==> src/rtl/sram_like_master.sv <==
// Single-channel sram-like bus master: turns one pipeline-stage access into a
// req/addr_ok/data_ok transaction, stalls the stage and holds the result.
module sram_like_master #(
    parameter int ADDR_W = 32,
    parameter int DATA_W = 32,
    parameter int CNT_W  = 32
) (
    input  logic              clk,
    input  logic              rst,
    input  logic              cpu_req,
    input  logic              cpu_wr,
    input  logic [1:0]        cpu_size,
    input  logic [ADDR_W-1:0] cpu_addr,
    input  logic [DATA_W-1:0] cpu_wdata,
    input  logic              cpu_flush,
    input  logic              pipe_stall,
    output logic [DATA_W-1:0] cpu_rdata,
    output logic              cpu_valid,
    output logic              stall_out,
    output logic              req,
    output logic              wr,
    output logic [1:0]        size,
    output logic [ADDR_W-1:0] addr,
    output logic [DATA_W-1:0] wdata,
    input  logic [DATA_W-1:0] rdata,
    input  logic              addr_ok,
    input  logic              data_ok,
    output logic [CNT_W-1:0]  stall_cnt
);

    typedef enum logic [1:0] {
        IDLE = 2'd0,
        REQ  = 2'd1,
        WAIT = 2'd2,
        DONE = 2'd3
    } state_t;

    localparam logic [CNT_W-1:0] CNT_ONE = {{(CNT_W-1){1'b0}}, 1'b1};

    state_t            state_reg;
    logic              discard_reg;
    logic              req_reg;
    logic              wr_reg;
    logic [1:0]        size_reg;
    logic [ADDR_W-1:0] addr_reg;
    logic [DATA_W-1:0] wdata_reg;
    logic [DATA_W-1:0] cpu_rdata_reg;
    logic              cpu_valid_reg;
    logic [CNT_W-1:0]  stall_cnt_reg;
    logic              stall_next;
    logic              kill;

    // A response is thrown away if the access was flushed earlier or is being
    // flushed in the very cycle the data arrives.
    assign kill = discard_reg | cpu_flush;

    always_comb begin
        stall_next = 1'b0;
        unique case (state_reg)
            IDLE:     stall_next = cpu_req & ~cpu_flush;
            REQ:      stall_next = ~kill;
            WAIT:     stall_next = ~kill;
            default:  stall_next = 1'b0;
        endcase
    end

    always_ff @(posedge clk) begin
        if (rst) begin
            state_reg     <= IDLE;
            discard_reg   <= 1'b0;
            req_reg       <= 1'b0;
            wr_reg        <= 1'b0;
            size_reg      <= 2'd0;
            addr_reg      <= '0;
            wdata_reg     <= '0;
            cpu_rdata_reg <= '0;
            cpu_valid_reg <= 1'b0;
            stall_cnt_reg <= '0;
        end else begin
            if (stall_next && (stall_cnt_reg != '1))
                stall_cnt_reg <= stall_cnt_reg + CNT_ONE;

            unique case (state_reg)
                IDLE: begin
                    if (cpu_req && !cpu_flush) begin
                        wr_reg    <= cpu_wr;
                        size_reg  <= cpu_size;
                        addr_reg  <= cpu_addr;
                        wdata_reg <= cpu_wdata;
                        req_reg   <= 1'b1;
                        state_reg <= REQ;
                    end
                end
                REQ: begin
                    // req stays up until accepted, flush only marks the access dead
                    if (cpu_flush)
                        discard_reg <= 1'b1;
                    if (addr_ok) begin
                        req_reg <= 1'b0;
                        if (!data_ok) begin
                            state_reg <= WAIT;
                        end else if (kill) begin
                            discard_reg <= 1'b0;
                            state_reg   <= IDLE;
                        end else begin
                            cpu_rdata_reg <= rdata;
                            cpu_valid_reg <= 1'b1;
                            state_reg     <= DONE;
                        end
                    end
                end
                WAIT: begin
                    if (cpu_flush)
                        discard_reg <= 1'b1;
                    if (data_ok) begin
                        if (kill) begin
                            discard_reg <= 1'b0;
                            state_reg   <= IDLE;
                        end else begin
                            cpu_rdata_reg <= rdata;
                            cpu_valid_reg <= 1'b1;
                            state_reg     <= DONE;
                        end
                    end
                end
                DONE: begin
                    if (cpu_flush || !pipe_stall) begin
                        cpu_valid_reg <= 1'b0;
                        state_reg     <= IDLE;
                    end
                end
                default: state_reg <= IDLE;
            endcase
        end
    end

    assign stall_out = stall_next;
    assign req       = req_reg;
    assign wr        = wr_reg;
    assign size      = size_reg;
    assign addr      = addr_reg;
    assign wdata     = wdata_reg;
    assign cpu_rdata = cpu_rdata_reg;
    assign cpu_valid = cpu_valid_reg;
    assign stall_cnt = stall_cnt_reg;

endmodule

==> config.mk <==
export PLATFORM = sky130hd
export DESIGN_NAME = sram_like_master
export DESIGN_NICKNAME = d
export VERILOG_FILES = /design/src/rtl/sram_like_master.sv
export SDC_FILE = /design/constraint.sdc
export NUM_CORES = 1
export LEC_CHECK = 0
export BUFFER_PORTS_ARGS = -buffer_cell sky130_fd_sc_hd__buf_2
export CORE_AREA = 2 2 129 100
export CTS_BUF_LIST = sky130_fd_sc_hd__clkbuf_16
export CTS_CLUSTER_DIAMETER = 80
export DETAILED_ROUTE_END_ITERATION = 6
export DIE_AREA = 0 0 131 102
export GPL_ROUTABILITY_DRIVEN = 0
export GPL_TIMING_DRIVEN = 0
export MAX_ROUTING_LAYER = met4
export PLACE_DENSITY = 0.83
export SYNTH_ARGS = -nofsm -noshare
export SYNTH_HDL_FRONTEND = slang
export SYNTH_SLANG_ARGS = --single-unit
==> constraint.sdc <==
create_clock -name clk -period 5.7 [get_ports clk]
set_clock_uncertainty 0.15 [all_clocks]
set_input_delay 0.285 -clock clk [delete_from_list [all_inputs] [get_ports clk]]
set_output_delay 0.285 -clock clk [all_outputs]
set_load 0.01 [all_outputs]
==> implementation parameters, run 1 <==
Parameter                              Value

Logic synthesis
  Net count of the mapped netlist ... roughly 800
  Combined area of all synthesized cells ... between 5000 and 6000 um2
  Cell accounting for the most synthesized area ... sky130_fd_sc_hd__dfxtp_1
  Most numerous cell in the Yosys netlist ... sky130_fd_sc_hd__nand2_1
  Largest cells by area after synthesis ... sky130_fd_sc_hd__dfxtp_1 49%, sky130_fd_sc_hd__nand2_1 14%, sky130_fd_sc_hd__a21oi_1 11%
  Flip-flop and latch count after synthesis ... between 100 and 150
  Synthesis Warnings ... 0
  Average cell area after synthesis ... between 8 and 9 um2
  Number of different library cells in the post-synthesis netlist ... 49
  Top post-synthesis cells by count ... 210 x sky130_fd_sc_hd__nand2_1, 136 x sky130_fd_sc_hd__dfxtp_1, 119 x sky130_fd_sc_hd__a21oi_1
  Sequential share of the synthesized area ... 0.491
  Post-Synthesis Cells ... about 680
  Number of synthesized flops with an enable pin ... 0
  Share of flip-flops with an asynchronous set or reset after synthesis ... 0
  Top flip-flop cell by instance count after synthesis ... sky130_fd_sc_hd__dfxtp_1
  Fraction of post-synthesis cell area in the top cell type by area ... 0.491

Pwr
  Net switching component of the power ... 0.628 mW
  Total power per unit cell area ... around 280 nW/um2
  Peak VDD IR ... around 0.00029 V
  Standby leakage power ... approximately 3.7 nW
  Combinational group share of total power ... 0.135
  Share of power burned in registers ... 0.429
  Overall Power ... between 2 and 2.5 mW
  Internal ... ~1.7 mW
  Switching share of total power ... 0.266
  Proportion of power drawn by the clock network ... 0.436

Worst hold path
  Hold depth ... 3
  Tightest Hold Check Type ... input pin to register

Drt
  Number of vias after detailed routing ... ~6300
  Number of search-and-repair iterations in the first detailed-routing pass ... 5
  Number of routed nets with antenna violations ... 0
  Post-DR wirelength/cell ... 15.6 um
  Remaining DRCs ... 0
  Via-to-Cell Ratio ... between 5 and 6
  Total wire length ... 19000 um
  Starting DRC count in detailed routing ... around 340

Run
  Number of maximum-capacitance constraint violations ... 0

STA
  Maximum achievable frequency ... 346 MHz
  Relative max-transition margin ... 0.447
  Setup repair after global routing missed its margin ... no
  Count of pins over their slew limit ... 0
  Fin. Hold Viols ... 0
  Final count of negative-setup-slack endpoints ... 0
  Least-Margin Pin Slew ... just over 0.8 ns
  Setup TNS ... 0 ns
  Period utilisation layout ... 0.508
  Minimum clock period ... around 2.9 ns

Clock network
  Sinks on the clock net ... 136
  Clock slew at the register clock pins of the worst setup and hold paths ... 0.06 ns
  Source-to-sink clock delay at the later pin of the worst-skew pair ... 0.41 ns
  Buffers from clock root to sink, at most ... 2
  Hold_buf cts ... between 90 and 100
  Post-cts repair resize count ... 0
  Post-CTS setup-driven buffer insertion count ... 0
  Clock tree from TritonCTS ... done
  Number of buffers added by the clock tree synthesis step ... 17
  CTS root buffer ... sky130_fd_sc_hd__clkbuf_16
  Number of H-tree levels ... 4

Layout
  Final core utilization ... 0.704
  Post-route insts no fill ... between 1000 and 1500
  Diodes inserted ... 0
  Number of nets at the end of the flow ... 1151
  Synth-to-Final Area Change ... 52.8%
  Fraction of layout instances using a drive strength above 1 ... 0.275

Critical path
  Required time at the worst-slack endpoint ... a little under 6 ns
  Depth of the worst register-to-register path ... 8
  Endpoint class of the critical path ... register
  CP Launch Type ... register
  Largest fanout of any net on the critical path ... 10
  Worst Setup Path Type ... register to register
  Arr. time, crit path ... 3.04 ns

GRT
  Sum of overflow across all layers after global routing ... 0
  Total routing resource utilization after global routing ... 0.285
  Global-route wire length before repair ... a little under 30000 um
  Via count of the first global-routing pass ... between 6000 and 7000
  Largest net degree at the start of global routing ... 17
  Number of antenna violations at the first check in global routing ... 0

Placement
  Buffers on Ports ... ~240
  HPWL reported at the end of detailed placement ... around 12000 um
  Total placed cells including tap cells ... ~1100

Floorplan
  Area of the die ... between 10000 and 15000 um2
  Standard-cell rows ... 35
  Initial standard-cell utilization of the core ... 0.461
  Die height ... 102 um
  Placeable core region ... between 10000 and 15000 um2
  I/O Pins ... 240
  X dimension of the die ... between 100 and 150 um

Run status
  Outcome ... complete, no violations
-- through the flow --
stage | instance area (um2) | setup WS (ns) | hold WS [ns]
2_1_floorplan | 5550 | 3.23 | 0.271
3_3_place_gp | 6950 | 2.90 | 0.288
3_5_place_dp | 6950 | 2.86 | 0.293
4_1_cts | 8480 | 2.84 | 0.00320
5_1_grt | 8480 | 2.67 | 0.0199
6_report | 8480 | 2.81 | 0.0179
-- placed cells by master, fill, tap and decap left out, types with 5 or more instances in the layout --
master                          Yosys  routed
sky130_fd_sc_hd__o21ai_0           13      13
sky130_fd_sc_hd__nand4_1           10      10
sky130_fd_sc_hd__nand2_1          210     210
sky130_fd_sc_hd__clkbuf_1          35      35
sky130_fd_sc_hd__ha_1               7       7
sky130_fd_sc_hd__xnor2_1           10      10
sky130_fd_sc_hd__nand3_1            9       9
sky130_fd_sc_hd__buf_2              0     238
sky130_fd_sc_hd__xor2_1             6       6
sky130_fd_sc_hd__nor2_1            27      27
sky130_fd_sc_hd__inv_1             10      11
sky130_fd_sc_hd__a211oi_1           6       6
sky130_fd_sc_hd__o2111ai_1          5       5
sky130_fd_sc_hd__clkinvlp_4         0       5
sky130_fd_sc_hd__or3_1             13      13
sky130_fd_sc_hd__dlygate4sd3_1      0      98
sky130_fd_sc_hd__a21oi_1          119     119
sky130_fd_sc_hd__dfxtp_1          136     136
sky130_fd_sc_hd__nor3_1             6       6
sky130_fd_sc_hd__clkbuf_16          0      17
-- layer usage --
metal / track usage / wire [um] / part of all wire
met5: - / 0 / 0
met4: 0.117 / 571 / 0.030
met3: 0.0827 / 1840 / 0.097
met2: 0.453 / 8750 / 0.46
met1: 0.341 / 7860 / 0.41
-- worst max-delay path: stages, from the launching register on --
cell,delay (ns)
sky130_fd_sc_hd__dfxtp_1,0.40
sky130_fd_sc_hd__inv_1,0.12
sky130_fd_sc_hd__ha_1,0.40
sky130_fd_sc_hd__nand2b_4,0.08
sky130_fd_sc_hd__a2111oi_4,0.64
sky130_fd_sc_hd__nand3_2,0.19
sky130_fd_sc_hd__buf_6,0.18
sky130_fd_sc_hd__nor4b_2,0.27
sky130_fd_sc_hd__mux2_2,0.37
-- path summary, 6_finish.rpt --
kind                                 endpoint  slack (ns)          start
worst min register to register  cpu_rdata[31]        0.30  cpu_rdata[31]
worst max-delay path            stall_cnt[31]        2.81   state_reg[0]
worst max register to register  stall_cnt[31]        2.81   state_reg[0]
worst min-delay path                wdata[18]        0.02  cpu_wdata[18]
-- cells by family (layout without fill, tap and decap cells) --
kind of cell / after synthesis / count (layout) / synth area share
simple gates: 309 / 309 / 0.259
compound gates: 161 / 161 / 0.165
flops: 136 / 136 / 0.491
xor+xnor: 16 / 16 / 0.0252
buf+inv: 51 / 418 / 0.0385
mux: 3 / 3 / 0.00609
fa+ha+maj: 7 / 7 / 0.0158
-- cell type report --
class / instances / area (um2)
multi-input combinational: 496 / 2610
inverter: 10 / 37.5
fill: 872 / 3560
tap: 166 / 208
sequential: 136 / 2720
timing repair buffer: 336 / 2170
buffer: 41 / 176
clock buffer: 17 / 425
clock inverter: 14 / 125
-- power by group through the flow --
stage | combinational [mW] | clock, mW | sequential (mW)
after floorplan | 0.124 | 0 | 1.05
after global placement | 0.254 | 0 | 1.03
after detailed placement | 0.258 | 0 | 1.03
after CTS | 0.311 | 1.05 | 1.01
after global routing | 0.351 | 1.10 | 1.02
final | 0.319 | 1.03 | 1.02
Note: power is estimated with default switching activity, not from simulation.
==> inputs of run 2 (changes only) <==
--- a/config.mk
+++ b/config.mk
@@ -6,15 +6,15 @@
 export NUM_CORES = 1
 export LEC_CHECK = 0
 export BUFFER_PORTS_ARGS = -buffer_cell sky130_fd_sc_hd__buf_2
-export CORE_AREA = 2 2 129 100
+export CORE_AREA = 2 2 135 104
 export CTS_BUF_LIST = sky130_fd_sc_hd__clkbuf_16
 export CTS_CLUSTER_DIAMETER = 80
 export DETAILED_ROUTE_END_ITERATION = 6
-export DIE_AREA = 0 0 131 102
+export DIE_AREA = 0 0 137 106
 export GPL_ROUTABILITY_DRIVEN = 0
 export GPL_TIMING_DRIVEN = 0
 export MAX_ROUTING_LAYER = met4
-export PLACE_DENSITY = 0.83
+export PLACE_DENSITY = 0.8
 export SYNTH_ARGS = -nofsm -noshare
 export SYNTH_HDL_FRONTEND = slang
 export SYNTH_SLANG_ARGS = --single-unit
==> constraint.sdc (replaced) <==
create_clock -name clk -period 2.5 [get_ports clk]
set_clock_uncertainty 0.15 [all_clocks]
set_input_delay 0.125 -clock clk [delete_from_list [all_inputs] [get_ports clk]]
set_output_delay 0.125 -clock clk [all_outputs]
set_load 0.01 [all_outputs]
==> run 2 against run 1 <==
Combinational power up 140%. First-iteration DRC count up 28%. Sequential power up 130%. Register-to-register slack worse by 2.7 ns. Clock power up 140%. Die area up 8.7%.
==> implementation parameters, run 2 (same netlist as run 1, synthesis figures left out) <==
Parameter                              Value

Run status
  Outcome ... complete, no violations

STA
  Fin. Hold Viols ... 0 (unchanged)
  Relative max-transition margin ... 0.523 (+0.0757)
  Least-Margin Pin Slew ... 0.716 ns (-0.0927 ns)
  Final count of negative-setup-slack endpoints ... 0 (unchanged)
  Minimum clock period ... 2.41 ns (-0.483 ns)
  Post-route worst hold slack ... 0.0588 ns (+0.0409 ns)
  Setup TNS ... 0 ns (unchanged)
  Setup repair after global routing missed its margin ... yes
  Period utilisation layout ... 0.964 (+0.457)
  Post-route setup slack ... 0.0888 ns (-2.72 ns)
  Count of pins over their slew limit ... 0 (unchanged)
  Maximum achievable frequency ... 415 MHz (+20%)

Layout
  Commonest non-fill, non-tap cell in the layout ... sky130_fd_sc_hd__buf_2
  Final core utilization ... 0.655 (-0.0494)
  Number of nets at the end of the flow ... 1166 (+1.3%)
  Cell area after layout ... 8730 um2 (+3.0%)
  Diodes inserted ... 0 (unchanged)
  Most frequent cells in the layout ... 239 x sky130_fd_sc_hd__buf_2, 210 x sky130_fd_sc_hd__nand2_1, 134 x sky130_fd_sc_hd__dfxtp_1, 119 x sky130_fd_sc_hd__a21oi_1, 105 x sky130_fd_sc_hd__dlygate4sd3_1
  Post-route insts no fill ... 1241 (+2.1%)
  Fraction of layout instances using a drive strength above 1 ... 0.292 (+0.0165)
  Synth-to-Final Area Change ... 57.3%

GRT
  Via count of the first global-routing pass ... 6213 (+3.5%)
  Largest net degree at the start of global routing ... 17 (unchanged)
  Global-route wire length before repair ... 30300 um (+5.1%)
  Sum of overflow across all layers after global routing ... 0 (unchanged)
  Number of antenna violations at the first check in global routing ... 0 (unchanged)
  Total routing resource utilization after global routing ... 0.272 (-0.0138)

Critical path
  Endpoint class of the critical path ... register
  CP Launch Type ... register
  Largest delay share family, worst path ... buffers and inverters
  Required time at the worst-slack endpoint ... 2.63 ns (-3.21 ns)
  Arr. time, crit path ... 2.54 ns (-0.50 ns)
  Slowest stage delay, CP ... 0.58 ns (-0.06 ns)
  Crit-path slowest cell ... sky130_fd_sc_hd__dlygate4sd3_1
  Dominant cell type by count on the critical path ... sky130_fd_sc_hd__dlygate4sd3_1
  Largest fanout of any net on the critical path ... 4 (-6)
  Worst Setup Path Type ... register to register
  Number of buffer and inverter instances along the worst setup path ... 4 (+2)
  Crit-path cells ... inv_2, ha_4, buf_4, o211a_1, dlygate4sd3_1, nor3_1, dlygate4sd3_1

Floorplan
  Standard-cell rows ... 37 (+5.7%)
  I/O Pins ... 240 (unchanged)
  Area of the die ... 14500 um2 (+8.7%)
  X dimension of the die ... 137 um (+4.6%)
  Die height ... 106 um (+3.9%)
  Initial standard-cell utilization of the core ... 0.416 (-0.0446)
  Placeable core region ... 13300 um2 (+11%)

Drt
  Number of routed nets with antenna violations ... 0 (unchanged)
  Number of search-and-repair iterations in the first detailed-routing pass ... 5 (unchanged)
  Post-DR wirelength/cell ... 16.0 um (+2.1%)
  Remaining DRCs ... 0 (unchanged)
  Number of vias after detailed routing ... 6356 (+1.0%)
  Total wire length ... 19800 um (+4.2%)
  Via-to-Cell Ratio ... 5.12 (-1.0%)
  Starting DRC count in detailed routing ... 440 (+28%)

Clock network
  Sinks on the clock net ... 136 (unchanged)
  Number of H-tree levels ... 4 (unchanged)
  Buffers from clock root to sink, at most ... 2 (unchanged)
  Clock slew at the register clock pins of the worst setup and hold paths ... 0.06 ns (about the same)
  Number of buffers added by the clock tree synthesis step ... 17 (unchanged)
  CTS root buffer ... sky130_fd_sc_hd__clkbuf_16
  Clock tree from TritonCTS ... done
  Source-to-sink clock delay at the later pin of the worst-skew pair ... 0.40 ns (about the same)

Placement
  Total placed cells including tap cells ... 1096 (+0.83%)
  Worst setup slack before clock tree synthesis ... -0.296 ns (-3.15 ns)
  HPWL reported at the end of detailed placement ... 12100 um (+0.38%)
  Buffers on Ports ... 238 (unchanged)
  Instance area at placement ... 6960 um2 (+0.16%)

Pwr
  Peak VDD IR ... 0.000506 V (+74%)
  Standby leakage power ... 3.80 nW (+2.7%)
  Overall Power ... 5.54 mW (+130%)
  Total power per unit cell area ... 634 nW/um2 (+130%)

Run
  Number of maximum-capacitance constraint violations ... 0 (unchanged)

Worst hold path
  Tightest Hold Check Type ... input pin to register
run 2: changes by cell type in the layout (fill, tap and decap cells not counted), sizes merged:
cell,delta
buf,+9
bufinv,+1
clkbuf,-1
clkinv,+2
dlygate4sd3,+7
inv,-2
run 2: repair_timing:
action                                  4_1_cts  5_1_grt
cloned                                        0        1
hold endpoints to repair                    105        0
pin swaps                                     2        5
hold buffers                                105        0
gates resized for setup                       5       16
setup buffers                                 3        5
endpoints found under the setup margin       31       39
run 2: layer usage:
| metal | global-route usage | part of all wire | vias to the layer above |
|---|---|---|---|
| met5 | - | 0 | - |
| met4 | 0.106 | 0.025 | 0 |
| met3 | 0.0615 | 0.087 | 42 |
| met2 | 0.448 | 0.48 | 335 |
| met1 | 0.321 | 0.41 | 2906 |
| li1 | - | - | 3073 |
run 2: path summary, 6_finish.rpt:
path	startpoint	end	slack [ns]	depth (start not counted)
setup / recovery	state_reg[0]	discard_reg	0.09	7
hold reg to reg	addr[10]	addr[10]	0.30	2
setup reg to reg	state_reg[0]	discard_reg	0.09	7
hold / removal	pipe_stall	cpu_valid	0.06	4
run 2: area by class of cell:
| cell class | count | area [um2] |
|---|---|---|
| Inverter | 10 | 37.5 |
| Timing Repair Buffer | 352 | 2310 |
| Sequential cell | 136 | 2730 |
| Tap cell | 175 | 219 |
| Buffer | 40 | 176 |
| Clock inverter | 15 | 154 |
| Fill cell | 1079 | 4600 |
| Clock buffer | 17 | 425 |
| Multi-Input combinational cell | 496 | 2680 |
run 2: tightest hold or removal path, cell delays in order:
cell	delay, ns
sky130_fd_sc_hd__buf_2	0.10
sky130_fd_sc_hd__nand3b_1	0.09
sky130_fd_sc_hd__o211a_1	0.17
sky130_fd_sc_hd__a211oi_1	0.07
run 2: report_power, final:
part	leakage, nW	internal [mW]	switching (mW)
clock network	0.271	1.47	0.971
logic	2.43	0.364	0.412
registers	1.10	2.26	0.0598
total	3.80	4.10	1.44
